==> src/rtl/lsu_data_port_pkg.sv <==
// Shared definitions for the load/store unit: funct3 encodings, FSM state
// encoding, opcode classes used by the core, and a funct3 legality helper.
package lsu_pkg;

    localparam int LSU_DATA_WIDTH = 32;

    // RV32 load/store funct3 encodings (size in [1:0], unsigned flag in [2])
    localparam logic [2:0] F3_B  = 3'b000;
    localparam logic [2:0] F3_H  = 3'b001;
    localparam logic [2:0] F3_W  = 3'b010;
    localparam logic [2:0] F3_BU = 3'b100;
    localparam logic [2:0] F3_HU = 3'b101;

    // Major opcodes of the instruction classes that reach this unit
    localparam logic [6:0] OPC_LOAD  = 7'b0000011;
    localparam logic [6:0] OPC_STORE = 7'b0100011;

    typedef enum logic [2:0] {
        LSU_IDLE    = 3'd0,
        LSU_READ    = 3'd1,
        LSU_CAPTURE = 3'd2,
        LSU_MERGE   = 3'd3,
        LSU_WRITE   = 3'd4
    } lsu_state_t;

    // Stores only exist for B/H/W; loads add the unsigned B/H variants
    function automatic logic f3_legal(input logic is_store, input logic [2:0] f3);
        logic legal;
        legal = 1'b0;
        case (f3)
            F3_B, F3_H, F3_W: legal = 1'b1;
            F3_BU, F3_HU:     legal = !is_store;
            default:          legal = 1'b0;
        endcase
        return legal;
    endfunction

endpackage

==> src/rtl/lsu_data_port_if.sv <==
// Execute-stage request/response channel plus the active-low data SRAM bus.
// slave is the load/store unit; master is its environment (core + SRAM).
interface lsu_data_port_if #(
    parameter int DATA_WIDTH = 32
);
    logic                  req_valid;
    logic                  req_ready;
    logic                  req_we;
    logic [2:0]            req_funct3;
    logic [DATA_WIDTH-1:0] req_addr;
    logic [DATA_WIDTH-1:0] req_wdata;
    logic                  rsp_valid;
    logic [DATA_WIDTH-1:0] rsp_rdata;
    logic                  rsp_err;
    logic [DATA_WIDTH-1:0] data_address;
    logic [DATA_WIDTH-1:0] r_data;
    logic [DATA_WIDTH-1:0] w_data;
    logic                  data_csn;
    logic                  data_wen;

    modport slave (
        input  req_valid, req_we, req_funct3, req_addr, req_wdata, r_data,
        output req_ready, rsp_valid, rsp_rdata, rsp_err,
               data_address, w_data, data_csn, data_wen
    );

    modport master (
        output req_valid, req_we, req_funct3, req_addr, req_wdata, r_data,
        input  req_ready, rsp_valid, rsp_rdata, rsp_err,
               data_address, w_data, data_csn, data_wen
    );
endinterface

==> src/rtl/lsu_data_port_align.sv <==
// Combinational lane logic: load extract/extend, sub-word store merge into
// the old SRAM word, and the misaligned/illegal-funct3 flag.
module lsu_align
    import lsu_pkg::*;
(
    input  logic [31:0] i_rdata,
    input  logic [15:0] i_wdata,
    input  logic [1:0]  i_addr_lo,
    input  logic [2:0]  i_funct3,
    input  logic        i_is_store,
    output logic [31:0] o_load_data,
    output logic [31:0] o_merge_data,
    output logic        o_err
);
    logic [7:0]  w_byte;
    logic [15:0] w_half;
    logic        w_misalign;
    logic [3:0]  w_byte_hit;
    logic [3:0]  w_half_hit;

    assign w_byte = i_rdata[{i_addr_lo, 3'b000} +: 8];
    assign w_half = i_addr_lo[1] ? i_rdata[31:16] : i_rdata[15:0];

    // Sign- or zero-extend the selected lane into a full word
    always_comb begin
        o_load_data = '0;
        case (i_funct3)
            F3_B:    o_load_data = {{24{w_byte[7]}}, w_byte};
            F3_BU:   o_load_data = {24'h0, w_byte};
            F3_H:    o_load_data = {{16{w_half[15]}}, w_half};
            F3_HU:   o_load_data = {16'h0, w_half};
            F3_W:    o_load_data = i_rdata;
            default: o_load_data = '0;
        endcase
    end

    // Each byte lane takes new data when the store size/offset covers it
    for (genvar gi = 0; gi < 4; gi++) begin : g_lane
        assign w_byte_hit[gi] = (i_funct3 == F3_B) && (i_addr_lo == 2'(gi));
        assign w_half_hit[gi] = (i_funct3 == F3_H) && (i_addr_lo[1] == 1'(gi / 2));
        assign o_merge_data[gi*8 +: 8] =
            w_byte_hit[gi] ? i_wdata[7:0] :
            w_half_hit[gi] ? i_wdata[(gi % 2)*8 +: 8] :
                             i_rdata[gi*8 +: 8];
    end

    // Halfwords need even addresses, words need 4-byte alignment
    assign w_misalign = ((i_funct3[1:0] == 2'b01) && i_addr_lo[0]) ||
                        ((i_funct3[1:0] == 2'b10) && (i_addr_lo != 2'b00));
    assign o_err = !f3_legal(i_is_store, i_funct3) || w_misalign;

endmodule

==> src/rtl/lsu_data_port.sv <==
// Load/store unit between the RV32 execute stage and a single-port
// synchronous data SRAM without byte enables. Sub-word stores are done as
// read-modify-write. One request in flight, one registered response each.
module lsu_data_port
    import lsu_pkg::*;
#(
    parameter int DATA_WIDTH = LSU_DATA_WIDTH
)(
    input  logic             clk,
    input  logic             rst,
    lsu_data_port_if.slave   bus
);
    localparam logic [2:0] S_IDLE    = LSU_IDLE;
    localparam logic [2:0] S_READ    = LSU_READ;
    localparam logic [2:0] S_CAPTURE = LSU_CAPTURE;
    localparam logic [2:0] S_MERGE   = LSU_MERGE;
    localparam logic [2:0] S_WRITE   = LSU_WRITE;

    logic [2:0]            r_state;
    logic                  r_we;
    logic [2:0]            r_funct3;
    logic [1:0]            r_addr_lo;
    logic [15:0]           r_wdata;
    logic                  r_csn;
    logic                  r_wen;
    logic [DATA_WIDTH-1:0] r_address;
    logic [DATA_WIDTH-1:0] r_w_data;
    logic                  r_rsp_valid;
    logic [DATA_WIDTH-1:0] r_rsp_rdata;
    logic                  r_rsp_err;

    logic                  w_idle;
    logic                  w_accept;
    logic                  w_sel_we;
    logic [2:0]            w_sel_funct3;
    logic [1:0]            w_sel_addr_lo;
    logic [31:0]           w_load_data;
    logic [31:0]           w_merge_data;
    logic                  w_err;

    assign w_idle   = (r_state == S_IDLE);
    assign w_accept = bus.req_valid && w_idle;

    // In IDLE the checker looks at the live request; afterwards the
    // latched fields drive extraction and merging.
    assign w_sel_we      = w_idle ? bus.req_we         : r_we;
    assign w_sel_funct3  = w_idle ? bus.req_funct3     : r_funct3;
    assign w_sel_addr_lo = w_idle ? bus.req_addr[1:0]  : r_addr_lo;

    lsu_align u_align (
        .i_rdata      (bus.r_data),
        .i_wdata      (r_wdata),
        .i_addr_lo    (w_sel_addr_lo),
        .i_funct3     (w_sel_funct3),
        .i_is_store   (w_sel_we),
        .o_load_data  (w_load_data),
        .o_merge_data (w_merge_data),
        .o_err        (w_err)
    );

    // Request FSM; bus strobes and the response are registered here
    always_ff @(posedge clk) begin
        if (rst) begin
            r_state     <= S_IDLE;
            r_we        <= 1'b0;
            r_funct3    <= '0;
            r_addr_lo   <= '0;
            r_wdata     <= '0;
            r_csn       <= 1'b1;
            r_wen       <= 1'b1;
            r_address   <= '0;
            r_w_data    <= '0;
            r_rsp_valid <= 1'b0;
            r_rsp_rdata <= '0;
            r_rsp_err   <= 1'b0;
        end else begin
            r_rsp_valid <= 1'b0;
            r_csn       <= 1'b1;
            r_wen       <= 1'b1;
            case (r_state)
                S_IDLE: begin
                    if (w_accept) begin
                        r_we      <= bus.req_we;
                        r_funct3  <= bus.req_funct3;
                        r_addr_lo <= bus.req_addr[1:0];
                        r_wdata   <= bus.req_wdata[15:0];
                        if (w_err) begin
                            r_rsp_valid <= 1'b1;
                            r_rsp_err   <= 1'b1;
                            r_rsp_rdata <= '0;
                        end else begin
                            r_address <= {bus.req_addr[DATA_WIDTH-1:2], 2'b00};
                            r_csn     <= 1'b0;
                            if (bus.req_we && (bus.req_funct3 == F3_W)) begin
                                // Full-word store goes straight out
                                r_wen    <= 1'b0;
                                r_w_data <= bus.req_wdata;
                                r_state  <= S_WRITE;
                            end else begin
                                // Loads and sub-word stores read first
                                r_state <= S_READ;
                            end
                        end
                    end
                end
                S_READ: begin
                    r_state <= r_we ? S_MERGE : S_CAPTURE;
                end
                S_CAPTURE: begin
                    r_rsp_valid <= 1'b1;
                    r_rsp_rdata <= w_load_data;
                    r_rsp_err   <= 1'b0;
                    r_state     <= S_IDLE;
                end
                S_MERGE: begin
                    r_w_data <= w_merge_data;
                    r_csn    <= 1'b0;
                    r_wen    <= 1'b0;
                    r_state  <= S_WRITE;
                end
                S_WRITE: begin
                    r_rsp_valid <= 1'b1;
                    r_rsp_rdata <= '0;
                    r_rsp_err   <= 1'b0;
                    r_state     <= S_IDLE;
                end
                default: begin
                    r_state <= S_IDLE;
                end
            endcase
        end
    end

    assign bus.req_ready    = w_idle;
    assign bus.rsp_valid    = r_rsp_valid;
    assign bus.rsp_rdata    = r_rsp_rdata;
    assign bus.rsp_err      = r_rsp_err;
    assign bus.data_address = r_address;
    assign bus.w_data       = r_w_data;
    assign bus.data_csn     = r_csn;
    assign bus.data_wen     = r_wen;

endmodule

==> src/flat_wrapper.sv <==
// flat-port wrapper written by rule: the top's interface ports become plain ports
module lsu_data_port_flat import lsu_pkg::*;
#(
    parameter int DATA_WIDTH = LSU_DATA_WIDTH
)
  (clk, rst, bus_req_valid, bus_req_we, bus_req_funct3, bus_req_addr, bus_req_wdata, bus_r_data, bus_req_ready, bus_rsp_valid, bus_rsp_rdata, bus_rsp_err, bus_data_address, bus_w_data, bus_data_csn, bus_data_wen);
  lsu_data_port_if #(.DATA_WIDTH(DATA_WIDTH)) bus_i ();
  input  logic clk;
  input  logic rst;
  input wire logic [$bits(bus_i.req_valid)-1:0] bus_req_valid;
  input wire logic [$bits(bus_i.req_we)-1:0] bus_req_we;
  input wire logic [$bits(bus_i.req_funct3)-1:0] bus_req_funct3;
  input wire logic [$bits(bus_i.req_addr)-1:0] bus_req_addr;
  input wire logic [$bits(bus_i.req_wdata)-1:0] bus_req_wdata;
  input wire logic [$bits(bus_i.r_data)-1:0] bus_r_data;
  output wire logic [$bits(bus_i.req_ready)-1:0] bus_req_ready;
  output wire logic [$bits(bus_i.rsp_valid)-1:0] bus_rsp_valid;
  output wire logic [$bits(bus_i.rsp_rdata)-1:0] bus_rsp_rdata;
  output wire logic [$bits(bus_i.rsp_err)-1:0] bus_rsp_err;
  output wire logic [$bits(bus_i.data_address)-1:0] bus_data_address;
  output wire logic [$bits(bus_i.w_data)-1:0] bus_w_data;
  output wire logic [$bits(bus_i.data_csn)-1:0] bus_data_csn;
  output wire logic [$bits(bus_i.data_wen)-1:0] bus_data_wen;
  assign bus_i.req_valid = bus_req_valid;
  assign bus_i.req_we = bus_req_we;
  assign bus_i.req_funct3 = bus_req_funct3;
  assign bus_i.req_addr = bus_req_addr;
  assign bus_i.req_wdata = bus_req_wdata;
  assign bus_i.r_data = bus_r_data;
  assign bus_req_ready = bus_i.req_ready;
  assign bus_rsp_valid = bus_i.rsp_valid;
  assign bus_rsp_rdata = bus_i.rsp_rdata;
  assign bus_rsp_err = bus_i.rsp_err;
  assign bus_data_address = bus_i.data_address;
  assign bus_w_data = bus_i.w_data;
  assign bus_data_csn = bus_i.data_csn;
  assign bus_data_wen = bus_i.data_wen;
  lsu_data_port #(.DATA_WIDTH(DATA_WIDTH)) u_core (.clk(clk), .rst(rst), .bus(bus_i));
endmodule
==> config.mk <==
export PLATFORM = sky130hd
export DESIGN_NAME = lsu_data_port_flat
export DESIGN_NICKNAME = d
export VERILOG_FILES = /design/src/rtl/lsu_data_port_pkg.sv /design/src/rtl/lsu_data_port_if.sv /design/src/rtl/lsu_data_port_align.sv /design/src/rtl/lsu_data_port.sv /design/src/flat_wrapper.sv
export SDC_FILE = /design/constraint.sdc
export NUM_CORES = 1
export LEC_CHECK = 0
export CAP_MARGIN = 20
export CORE_ASPECT_RATIO = 1.75
export CORE_MARGIN = 3
export CORE_UTILIZATION = 34
export CTS_CLUSTER_DIAMETER = 120
export DETAILED_ROUTE_END_ITERATION = 16
export SETUP_SLACK_MARGIN = 0.15
export SKIP_LAST_GASP = 1
export SYNTH_ARGS = -nofsm -noshare
export SYNTH_HDL_FRONTEND = slang
export SYNTH_SLANG_ARGS = --single-unit
==> constraint.sdc <==
create_clock -name clk -period 3.3 [get_ports clk]
set_clock_uncertainty 0.1 [all_clocks]
set_input_delay 0.99 -clock clk [delete_from_list [all_inputs] [get_ports clk]]
set_output_delay 0.99 -clock clk [all_outputs]
set_load 0.01 [all_outputs]
## Word level (Yosys, flattened, before mapping)

Cells that the tools add are included.
Widths: inputs -> output; s select.

| cells by class | value |
|---|---|
| mux-type cells | 38 |
| bitwise gates (word level) | 2 |
| equal/unequal tests | 18 |
| shifts and indexed selects | 1 |
| reductions and logical operators | 30 |

Operators with widths:

| kind | number |
|---|---|
| $mux 32 | 5 |
| $pmux 32 s5 | 1 |
| $pmux 32 s3 | 1 |
| $mux 8 | 8 |
| $pmux 32 s2 | 1 |
| $shiftx 32x6->8 | 1 |
| $mux 16 | 1 |
| $eq 3x2->1 const B | 4 |
| $mux 3 | 4 |
| $logic_and 1x1->1 | 10 |
| $mux 1 | 10 |
| $pmux 1 s2 | 5 |
| $eq 3x3->1 const B | 3 |
| $pmux 3 s3 | 1 |
| $reduce_and 3->1 | 3 |
| $ne 2x2->1 const B | 4 |
| $eq 2x2->1 const B | 3 |
| $eq 3x1->1 const B | 2 |
| $logic_not 3->1 | 2 |
| $reduce_bool 2->1 | 3 |
| $eq 2x1->1 const B | 2 |
| $reduce_and 2->1 | 2 |
| $reduce_and 4->1 | 1 |
| $reduce_or 2->1 | 2 |
| 7 further kinds | 10 |

| word-level totals | value |
|---|---|
| register bits | 123 |

## Depth between registers and ports, before layout

| logic depth | value |
|---|---|
| word-level depth | 10 |
| mapped depth | 8 |

## Modules after synthesis

From an unflattened synthesis, not the netlist that was laid out.

| unflattened totals | value |
|---|---|
| cells, all modules | 773 |
| area, all modules | 6,756.5 um^2 |

Modules (own cells, without submodules):

| module | area an instance (um^2) | instances | cells each | seq. area each (um^2) |
|---|---|---|---|---|
| lsu_data_port | 5,202.5 | 1 | 583 | 2,462.4 |
| lsu_align | 1,554.0 | 1 | 190 | 0.0 |

## Worst setup path after synthesis

OpenSTA, ideal clock, no wires.

| timing path | value |
|---|---|
| path kind | in2reg |
| start point | in bus_req_funct3[1] |
| end point | reg u_core.r_rsp_rdata[21] (netlist: u_core.bus.rsp_rdata[21]) |
| slack | 0.445 ns |
| required time | 3.078 ns |
| buffers on the path | 2 |
| setup time | 0.122 ns |
| stages on the path | 7 |
| arrival | 2.633 ns |
| path through | buf_2 or4b_2 nand2_2 a21o_1 nor2_1 buf_2 a221o_1 |

| on the way | value |
|---|---|
| word-level cells in the longest chain between the ends | 8 |
| elaborated cells between the ends (all ways) | 20 |

Ends and longest elaborated chain:

| what | line | RTL |
|---|---|---|
| start: declaration | flat_wrapper.sv:12 | `input wire logic [$bits(bus_i.req_funct3)-1:0] bus_req_funct3;` |
| $mux 3 (*) | lsu_data_port.sv:47 | `assign w_sel_funct3 = w_idle ? bus.req_funct3 : r_funct3;` |
| $eq 3x1->1, or another cell as far along | lsu_data_port_pkg.sv:30, lsu_data_port_align.sv:27 |  |
| $reduce_or 3->1 or $reduce_or 2->1 (tied branches) | lsu_data_port_pkg.sv:30 | `case (f3)` |
| $pmux 1 s2 | lsu_data_port_pkg.sv:30 |  |
| $logic_not 1->1 | lsu_data_port_align.sv:50 | `assign o_err = !f3_legal(i_is_store, i_funct3) \|\| w_misalign;` |
| $logic_or 1x1->1 | lsu_data_port_align.sv:50 |  |
| $ne 2x2->1 (no source line) | - |  |
| $reduce_and 3->1 (no source line) | - |  |
| end signal: assignment | lsu_data_port.sv:111 | `r_rsp_rdata <= w_load_data;` |
| end: declaration | lsu_data_port.sv:29 | `logic [DATA_WIDTH-1:0] r_rsp_rdata;` |

Every way passes the cells marked *; elsewhere a longest branch is shown, timed or not.
A chain may end at the register's enable or synchronous reset.

## Final worst setup path

| timing path | value |
|---|---|
| start point | reg u_core.r_state[2] |
| end point | out bus_req_ready |

| on the way | value |
|---|---|
| word-level cells in the longest chain between the ends | 1 |

Ends and longest elaborated chain:

| what | line | RTL |
|---|---|---|
| start: declaration | lsu_data_port.sv:19 | `logic [2:0] r_state;` |
| start signal: assignment | lsu_data_port.sv:107 | `r_state <= r_we ? S_MERGE : S_CAPTURE;` |
| $logic_not 3->1 | lsu_data_port.sv:41 | `assign w_idle = (r_state == S_IDLE);` |
| end: declaration | flat_wrapper.sv:16 | `output wire logic [$bits(bus_i.req_ready)-1:0] bus_req_ready;` |

No other way between the ends.

==> results.ini <==
[sta]
fmax_ghz=0.3324
final-setup-viol-count=0
hold_viol_final=0
rsz0062_at_grt=false
fin_crit_ps=3009
relSlewSlack_pct=32.85
worst_slack_ps=291.1
tightestPinTransition_ps=1007
drv_slew=0
hold_slack_ps=365.0
finalCritPeriodShare_pct=91.18

[synth]
synth_edf_count=0
synth_most_common_cell=dfxtp_1
ys_warn_count=0
synthDistinctLibCells=65
ys_ff_latch=123
netlist_area_mm2=0.006048
synth_common_cells=dfxtp_1 (123), nor2_1 (95), mux2i_1 (67), nand2_1 (64), clkbuf_1 (32)
yosysSeqAreaShare_pct=40.71
synthTopCellsByArea=dfxtp_1 (41%), mux2i_1 (11%), nor2_1 (5.9%)
synthCells=668
synthArstFlopShare_pct=0
synth_top_area_share_pct=40.71
yosysTopAreaCell=dfxtp_1
syn_avg_cell_area_um2=9.054
synthFlopType=dfxtp_1

[setup_path]
critical_path_required_ps=2210
worstSetupStartpointType=flop
cp_cell_sequence=or3_1 -> clkinv_8 -> clkdlybuf4s50_1
critical-path-top-delay-family=buffers and inverters
cp_slowest_stage_delay_ps=550
crit_type=reg -> out
crit_slowest_cell=clkdlybuf4s50_1
worst-path-buf-inv=2
worst_setup_path_end_kind=output pin
cp_data_arrival_time_ps=1920
critPathMaxFanout=10

[drt]
drtIter0Drc=360
final_antenna_net_count=0
via_per_inst=5.396
wire_per_inst_um=20.73
vias=6135
drc=0
drt-total-wl_um=23570
firstDrtPassIters=6

[final_layout]
diodes=0
area_growth_pct=53.60
fin_nets=1001
drive_gt1_share_pct=15.38

[clock_network]
cts_buffer_depth=2
clk_pin_slew_ps=60
cts_buffers=17
post-cts-setup-buffers=0
hold_buffers=0
cts_sinks=123
cts_tree=built
clock_latency_ps=410
htree_levels=4
root_buffer=clkbuf_16
cts_resized=0

[global_route]
grt_max_degree=93
antenna_found_initial=0
grt_usage_pct=24.03
grt_pass1_wl_um=35970
overflow=0
grt_pass1_vias=6523

[floorplanning]
initial_utilization_pct=35.20
die_w_um=106.8
ios=204
rows=63
die_h_um=182.4
die_area_mm2=0.01949
coreArea_mm2=0.01718

[flow_run]
maxCapViolCount=0

[run_status]
outcome=finished, final reports clean

[placement]
place_congestion=0.9282
dpl.hpwl_um=18080
preCtsSetupSlack_ps=-156.7
portBuffers=201

[pwr]
p_leak_nw=3.489
ir_drop_mv=0.2958
power_w=0.004271
powerDensity_mw_per_mm2=459.7

[worst_hold_path]
hp-class=reg -> reg

==> report_power, final <==
part / switching (W) / internal [W] / leakage, nW
Clock: 0.000712 / 0.00129 / 0.311
Sequential: 0.0000493 / 0.00154 / 0.999
Combinational: 0.000332 / 0.000351 / 2.18
==> layout make-up <==
| class | instances | area (µm²) |
|---|---|---|
| clock inverter | 13 | 191.4 |
| clock buffer | 18 | 439.2 |
| inverter | 14 | 65.06 |
| multi-input combinational | 479 | 3309 |
| sequential | 123 | 2462 |
| timing repair buffer | 263 | 2539 |
| tap | 227 | 284.0 |
| fill | 1647 | 7894 |
==> registers in the layout, summed over array words and instances (netlist names) <==
| signal | cells |
|---|---|
| u_core.bus.rsp_rdata | 32 |
| u_core.bus.w_data | 32 |
| u_core.bus.data_address | 30 |
| u_core.r_wdata | 16 |
| u_core.r_funct3 | 3 |
| u_core.r_state | 3 |
| u_core.r_addr_lo | 2 |
| u_core.bus.data_csn | 1 |
| u_core.bus.data_wen | 1 |
| u_core.bus.rsp_err | 1 |
| u_core.bus.rsp_valid | 1 |
| u_core.r_we | 1 |
==> per-stage QoR <==
stage	instances	util (%)	area, µm²	TNS (ps)
after floorplan	669	-	6052	0
after global placement	1105	50.33	8648	-2816
after detailed placement	1105	50.33	8648	-2840
after CTS	1136	54.00	9279	0
after global routing	1137	54.06	9290	0
final	1137	54.06	9290	0
==> layer usage <==
layer	GRT usage, %	share of wire, %	vias to the layer above
li1	-	-	2903
met5	0	0	-
met4	12.80	5.1	0
met2	47.15	57	240
met3	4.531	4.8	59
met1	22.82	33	2933
==> final timing paths <==
check | endpoint | from | slack [ps] | depth (start not counted)
worst max register to register | u_core.bus.w_data[29] | u_core.r_state[2] | 860 | 8
worst min register to register | u_core.r_we | u_core.r_we | 360 | 2
worst max-delay path | bus_req_ready | u_core.r_state[2] | 290 | 3
worst min-delay path | u_core.r_we | u_core.r_we | 360 | 2
==> kinds of logic (layout without fill, tap and decap cells) <==
| family | Yosys count | after routing | synth area share [%] |
|---|---|---|---|
| other cells | 1 | 2 | 0.06200 |
| flops | 123 | 123 | 40.71 |
| mux | 94 | 94 | 16.40 |
| compound gates | 158 | 158 | 20.29 |
| simple gates | 224 | 224 | 17.42 |
| buf+inv | 67 | 308 | 4.965 |
| xor+xnor | 1 | 1 | 0.1448 |
==> tightest hold or removal path, stage by stage, from the launching register on <==
cell and delay, ps:
dfxtp_1 310, nand2_1 50, a21oi_1 50
==> cell usage in the layout, fill, tap and decap left out, types with 5 or more instances in the layout <==
master / netlist / final
a211o_1: 13 / 13
a211oi_1: 27 / 27
a21oi_1: 30 / 30
a221o_1: 16 / 16
a221oi_1: 10 / 10
a22oi_1: 9 / 9
buf_12: 0 / 5
buf_4: 2 / 56
clkbuf_16: 0 / 17
clkdlybuf4s50_1: 0 / 200
clkinv_4: 0 / 5
dfxtp_1: 123 / 123
inv_1: 13 / 13
mux2_2: 24 / 24
mux2i_1: 67 / 67
nand2_1: 64 / 64
nand3_1: 6 / 6
nor2_1: 95 / 93
nor2b_1: 9 / 9
nor3_1: 10 / 10
nor3b_1: 8 / 8
o211ai_1: 10 / 10
o21ai_0: 9 / 9
o221ai_1: 7 / 7
(Power assumes the default switching activity.)
